### src/rtl/tilelink_ul_master_adapter.sv
// Single-outstanding TL-UL master: turns a one-word bus request into an A-channel
// message, checks the matching D-channel response and bounds the wait with a timeout.
module tilelink_ul_master_adapter #(
    parameter int TL_ADDR_WIDTH   = 64,
    parameter int TL_DATA_WIDTH   = 64,
    parameter int TL_STRB_WIDTH   = TL_DATA_WIDTH / 8,
    parameter int TL_SOURCE_WIDTH = 3,
    parameter int TL_SINK_WIDTH   = 3,
    parameter int TL_OPCODE_WIDTH = 3,
    parameter int TL_PARAM_WIDTH  = 3,
    parameter int TL_SIZE_WIDTH   = 8,
    parameter int TIMEOUT_CYCLES  = 256
) (
    input  logic                       clk,
    input  logic                       rst,
    input  logic                       req_valid,
    output logic                       req_ready,
    input  logic                       req_we,
    input  logic [TL_ADDR_WIDTH-1:0]   req_addr,
    input  logic [TL_DATA_WIDTH-1:0]   req_wdata,
    input  logic [TL_STRB_WIDTH-1:0]   req_be,
    output logic                       rsp_valid,
    input  logic                       rsp_ready,
    output logic [TL_DATA_WIDTH-1:0]   rsp_rdata,
    output logic                       rsp_error,
    output logic                       rsp_timeout,
    output logic                       a_valid,
    input  logic                       a_ready,
    output logic [TL_OPCODE_WIDTH-1:0] a_opcode,
    output logic [TL_PARAM_WIDTH-1:0]  a_param,
    output logic [TL_ADDR_WIDTH-1:0]   a_address,
    output logic [TL_SIZE_WIDTH-1:0]   a_size,
    output logic [TL_STRB_WIDTH-1:0]   a_mask,
    output logic [TL_DATA_WIDTH-1:0]   a_data,
    output logic [TL_SOURCE_WIDTH-1:0] a_source,
    input  logic                       d_valid,
    output logic                       d_ready,
    input  logic [TL_OPCODE_WIDTH-1:0] d_opcode,
    input  logic [TL_PARAM_WIDTH-1:0]  d_param,
    input  logic [TL_SIZE_WIDTH-1:0]   d_size,
    input  logic [TL_SINK_WIDTH-1:0]   d_sink,
    input  logic [TL_SOURCE_WIDTH-1:0] d_source,
    input  logic [TL_DATA_WIDTH-1:0]   d_data,
    input  logic                       d_error
);

    localparam int OFF_W = $clog2(TL_STRB_WIDTH);
    localparam int TMO_W = $clog2(TIMEOUT_CYCLES + 1);

    localparam logic [TL_OPCODE_WIDTH-1:0] OPC_PUT_FULL    = TL_OPCODE_WIDTH'(0);
    localparam logic [TL_OPCODE_WIDTH-1:0] OPC_PUT_PARTIAL = TL_OPCODE_WIDTH'(1);
    localparam logic [TL_OPCODE_WIDTH-1:0] OPC_GET         = TL_OPCODE_WIDTH'(4);
    localparam logic [TL_OPCODE_WIDTH-1:0] OPC_ACK         = TL_OPCODE_WIDTH'(0);
    localparam logic [TL_OPCODE_WIDTH-1:0] OPC_ACK_DATA    = TL_OPCODE_WIDTH'(1);

    typedef enum logic [1:0] {IDLE, A_SEND, WAIT_D, RSP} state_t;

    state_t                       state, state_next;
    logic [TL_SOURCE_WIDTH-1:0]   src_cnt;
    logic [TMO_W-1:0]             tmo_cnt;
    logic                         misaligned;
    logic                         tmo_hit;
    logic                         is_get;
    logic [TL_OPCODE_WIDTH-1:0]   exp_d_opcode;
    logic                         d_bad;
    logic                         unused_d_fields;

    assign misaligned   = (req_addr[OFF_W-1:0] != '0);
    assign tmo_hit      = (tmo_cnt == TMO_W'(TIMEOUT_CYCLES - 1));
    assign is_get       = (a_opcode == OPC_GET);
    assign exp_d_opcode = is_get ? OPC_ACK_DATA : OPC_ACK;
    assign d_bad        = d_error || (d_source != a_source) || (d_opcode != exp_d_opcode);

    // Response sideband fields carry nothing this single-word master needs.
    assign unused_d_fields = ^{d_param, d_size, d_sink};

    assign req_ready = (state == IDLE);
    assign a_valid   = (state == A_SEND);
    assign d_ready   = (state == WAIT_D);
    assign rsp_valid = (state == RSP);
    assign a_param   = '0;

    always_ff @(posedge clk or negedge rst) begin
        if (!rst) state <= IDLE;
        else      state <= state_next;
    end

    // NOTE: state_next gets its default before the case so no path leaves it unassigned (no latch).
    always_comb begin
        state_next = state;
        case (state)
            IDLE:    if (req_valid) state_next = misaligned ? RSP : A_SEND;
            A_SEND:  if (a_ready) state_next = WAIT_D;
            WAIT_D:  if (d_valid || tmo_hit) state_next = RSP;
            RSP:     if (rsp_ready) state_next = IDLE;
            default: state_next = IDLE;
        endcase
    end

    // NOTE: every register below uses non-blocking assignment so all updates see pre-edge values.
    always_ff @(posedge clk or negedge rst) begin
        if (!rst) begin
            a_opcode    <= '0;
            a_address   <= '0;
            a_size      <= '0;
            a_mask      <= '0;
            a_data      <= '0;
            a_source    <= '0;
            src_cnt     <= '0;
            tmo_cnt     <= '0;
            rsp_rdata   <= '0;
            rsp_error   <= 1'b0;
            rsp_timeout <= 1'b0;
        end else begin
            case (state)
                IDLE: if (req_valid) begin
                    a_opcode  <= !req_we ? OPC_GET : ((&req_be) ? OPC_PUT_FULL : OPC_PUT_PARTIAL);
                    a_address <= req_addr;
                    a_size    <= TL_SIZE_WIDTH'(OFF_W);
                    a_mask    <= req_we ? req_be : '1;
                    a_data    <= req_we ? req_wdata : '0;
                    a_source  <= src_cnt;
                    // A misaligned request completes locally and never consumes a source ID.
                    if (misaligned) begin
                        rsp_error   <= 1'b1;
                        rsp_timeout <= 1'b0;
                        rsp_rdata   <= '0;
                    end
                end
                A_SEND: if (a_ready) begin
                    src_cnt <= src_cnt + 1'b1;
                    tmo_cnt <= '0;
                end
                WAIT_D: begin
                    tmo_cnt <= tmo_cnt + 1'b1;
                    if (d_valid) begin
                        rsp_error   <= d_bad;
                        rsp_timeout <= 1'b0;
                        rsp_rdata   <= (is_get && !d_bad) ? d_data : '0;
                    end else if (tmo_hit) begin
                        rsp_error   <= 1'b1;
                        rsp_timeout <= 1'b1;
                        rsp_rdata   <= '0;
                    end
                end
                RSP: if (rsp_ready) begin
                    rsp_error   <= 1'b0;
                    rsp_timeout <= 1'b0;
                    rsp_rdata   <= '0;
                end
                default: ;
            endcase
        end
    end

endmodule

### config.mk
export PLATFORM = sky130hd
export DESIGN_NAME = tilelink_ul_master_adapter
export DESIGN_NICKNAME = d
export VERILOG_FILES = /design/src/rtl/tilelink_ul_master_adapter.sv
export SDC_FILE = /design/constraint.sdc
export NUM_CORES = 1
export LEC_CHECK = 0
export BUFFER_PORTS_ARGS = -buffer_cell sky130_fd_sc_hd__buf_2
export CORE_MARGIN = 10
export CORE_UTILIZATION = 35
export CTS_CLUSTER_SIZE = 10
export DETAILED_ROUTE_END_ITERATION = 7
export PLACE_DENSITY = 0.73
export SYNTH_ARGS = -nofsm -noshare
export SYNTH_HDL_FRONTEND = slang
export SYNTH_SLANG_ARGS = --single-unit
### constraint.sdc
create_clock -name clk -period 6.4 [get_ports clk]
set_input_delay 0.32 -clock clk [delete_from_list [all_inputs] [get_ports clk]]
set_output_delay 0.32 -clock clk [all_outputs]
set_load 0.05 [all_outputs]
==> results by group <==
Status
  – Outcome: finished clean

Timing
  – Unrepaired setup endpoints after global routing: false
  – Hold Slack: 0.0256 ns
  – Setup_tns: 0 ns
  – Worst-Margin Slew: 0.962 ns
  – Hold Vio Cnt, Final: 0
  – Slew HR: 35.9%
  – # setup viols final: 0
  – Worst clock skew: 0.00900 ns
  – Tcrit/Tclk final: 47.2%
  – Setup WS post-layout: 3.38 ns
  – FMAX: 331 MHz
  – Final worst path period need: 3.02 ns
  – Slew Limit Fails: 0

Power
  – Psw: 3180 µW
  – Internal cell power: 3240 µW
  – Leakage: 0.00707 µW
  – Clk pwr share: 20.5%
  – Worst VDD drop: 0.000372 V
  – Combinational power share: 47.3%
  – Design Power: 6420 µW
  – Pwr Density: 518 mW/mm²
  – Switching share of power: 49.6%
  – Sequential group share of total power: 32.2%

Die
  – Die Height: 178 µm
  – FP Rows: 57
  – Die Width: 178 µm
  – Core ar.: 0.0245 mm²
  – IO Pins: 451
  – Starting Density: 35.7%
  – Die area: 0.0317 mm²

Setup path
  – WP buf/inv: 2
  – Critical path capture point type: register
  – Worst Setup Start Kind: register
  – CP max stage delay: 0.54 ns
  – Worst EP required: 6.79 ns
  – RR Endpoint: rsp_error
  – Worst EP arrival: 3.42 ns
  – Reg-to-Reg Start: state[0]
  – Cells along the critical path: inv_1 -> ha_1 -> nand2b_1 -> o221ai_1 -> or2_2 -> buf_4 -> mux2_2
  – Kind of critical path: register to register
  – Worst reg2reg path depth: 7
  – CP Max Fanout: 54
  – Crit-path leading delay family: buffers and inverters
  – Slowest CP cell: buf_4
  – Reg2Reg Setup Slack: 3.38 ns

Synth
  – Leading cell type by number of instances after synthesis: nand2_1
  – Distinct cells, synth: 36
  – Synth top area share: 63.6%
  – Seq/Total Area, Yosys: 63.6%
  – Post-synth EDFFs: 0
  – Most instantiated cells after synthesis: nand2_1, dfrtp_1, nand3_1
  – Ranking of synthesized cells by area: dfrtp_1, nand2_1, a22o_1
  – Post-Syn Area: 0.00874 mm²
  – Flops & latches, synth: 222
  – Cells after synthesis: 864
  – Ys flop type: dfrtp_1
  – Synthesized area per cell: 10.1 µm²
  – Synth async-reset ratio: 100%
  – Synth Warn #: 0
  – Post-synth top area cell: dfrtp_1

Run
  – Max-Cap Viols: 0

Clock network
  – CTS tree: built
  – Htree depth: 1
  – Post-CTS Setup Bufs: 0
  – Total CTS buffers: 26
  – Clock tree root buffer cell: clkbuf_16
  – Bufs on Longest Clock Path: 3
  – Sink Count: 222
  – Worst-skew pair later-pin latency: 0.51 ns
  – Worst-path clk slew: 0.05 ns

Detailed routing
  – Post-route DRC: 0
  – Routed Wire Length: 31000 µm
  – DRT Pass-1 Iters: 5
  – Initial DRC Count: 389
  – Routed len/inst: 18.7 µm
  – Via count: 7945
  – Vias per cell: 4.78
  – Post-route ant nets: 0

Final layout
  – Layout cell share with drive strength beyond 1: 35.1%
  – Fill count: 2182
  – Syn-to-layout area delta: 41.8%
  – Net count reported at finish: 1567

Placed design
  – Routability cong.: 0.858
  – Count of input and output buffers: 426
  – DP Worst Slack: 3.42 ns
  – DP HPWL: 22500 µm

GRT
  – Tot GR Track Use: 18.5%
  – Initial antenna violation count: 5
  – Largest net degree at the start of global routing: 90
  – First-pass GRT wire length: 47000 µm
  – Total grt overflow: 0
  – Vias in the first global route: 8397

Worst hold path
  – Hold crit path type: input pin to register
  – Hold Path Depth: 3
  – Hold EP: a_address[14]
  – Min-delay src: req_addr[14]
-- through the flow --
stage	instance area (µm²)	instances	utilization [%]
after floorplan	8770	873	-
after global placement	11100	1566	45.2
after detailed placement	11100	1566	45.2
after CTS	12400	1659	50.6
after global routing	12400	1660	50.6
final	12400	1661	50.7
-- per-layer routing --
metal / up-vias / share of wire, % / global-route usage [%]
li1: 3741 / - / -
met1: 3752 / 37 / 20.5
met2: 376 / 48 / 31.5
met3: 68 / 12 / 7.53
met4: 8 / 3.0 / 6.29
met5: - / 0.18 / 0
-- kinds of logic after synthesis --
kind of cell    share of synthesized area [%]
buf+inv                                  4.38
mux                                     0.487
fa+ha+maj                                1.15
xor+xnor                                0.601
flops                                    63.6
compound gates                           8.52
simple gates                             21.2
other cells                            0.0429
-- worst min-delay path, cell delays in order --
cell and delay (ns):
buf_2 0.09, nand2_1 0.04, nand2_1 0.05
-- how the worst max path moves through the flow --
stage	start	slack [ns]	to	cells after the start
2_1_floorplan	state[0]	3.91	rsp_rdata[0]	7
3_3_place_gp	tmo_cnt[0]	3.53	rsp_error	9
3_5_place_dp	tmo_cnt[0]	3.42	rsp_error	9
4_1_cts	tmo_cnt[0]	3.41	rsp_error	9
5_1_grt	state[0]	3.20	rsp_error	7
6_report	state[0]	3.38	rsp_error	7
-- area by class of cell --
type                       count  area, µm²  share of cell area [%]
clock inverter                 1       30.0                   0.242
inverter                      15       56.3                   0.454
timing repair buffer         494       2810                    22.6
sequential                   222       5560                    44.8
clock buffer                  31        691                    5.57
antenna                        2       5.00                  0.0404
tap                          324        405                    3.27
multi-input combinational    572       2840                    23.0
-- layout by cell type, fill, tap and decap left out, types with 3 or more instances in the layout --
| master | synthesis | routed |
|---|---|---|
| buf_2 | 0 | 425 |
| clkbuf_1 | 46 | 4 |
| conb_1 | 1 | 10 |
| nand3_1 | 70 | 70 |
| dfrtp_1 | 222 | 222 |
| dlygate4sd3_1 | 0 | 61 |
| nand2b_1 | 5 | 5 |
| or3_1 | 3 | 3 |
| nand2_1 | 343 | 342 |
| clkbuf_16 | 0 | 27 |
| nand4_1 | 4 | 4 |
| a31oi_1 | 8 | 8 |
| buf_4 | 11 | 7 |
| ha_1 | 8 | 8 |
| nor2_1 | 13 | 13 |
| a22o_1 | 64 | 64 |
| inv_1 | 15 | 15 |
| xor2_1 | 3 | 3 |
| o21ai_0 | 15 | 15 |
| xnor2_1 | 3 | 3 |
-- power by group through the flow --
stage / combinational [µW] / sequential, µW / clock (µW)
2_1_floorplan: 779 / 3490 / 0
3_3_place_gp: 2990 / 2060 / 0
3_5_place_dp: 3030 / 2080 / 0
4_1_cts: 3060 / 2060 / 1350
5_1_grt: 3240 / 2120 / 1400
6_report: 3040 / 2070 / 1310
-- state kept, by name, indices dropped and copies added, names as in the netlist --
signal and flops:
rsp_rdata 64, a_mask 8, rsp_timeout 1, a_size 1, state 2, a_opcode 2
src_cnt 3, a_source 3, a_address 64, tmo_cnt 9, rsp_error 1, a_data 64
-- timing repair --
| action | in CTS | in global routing |
|---|---|---|
| hold buffers | 61 | 0 |
| resized for setup | 0 | 0 |
| endpoints found under the hold margin | 147 | 0 |
Power figures use the tool's default switching activity.
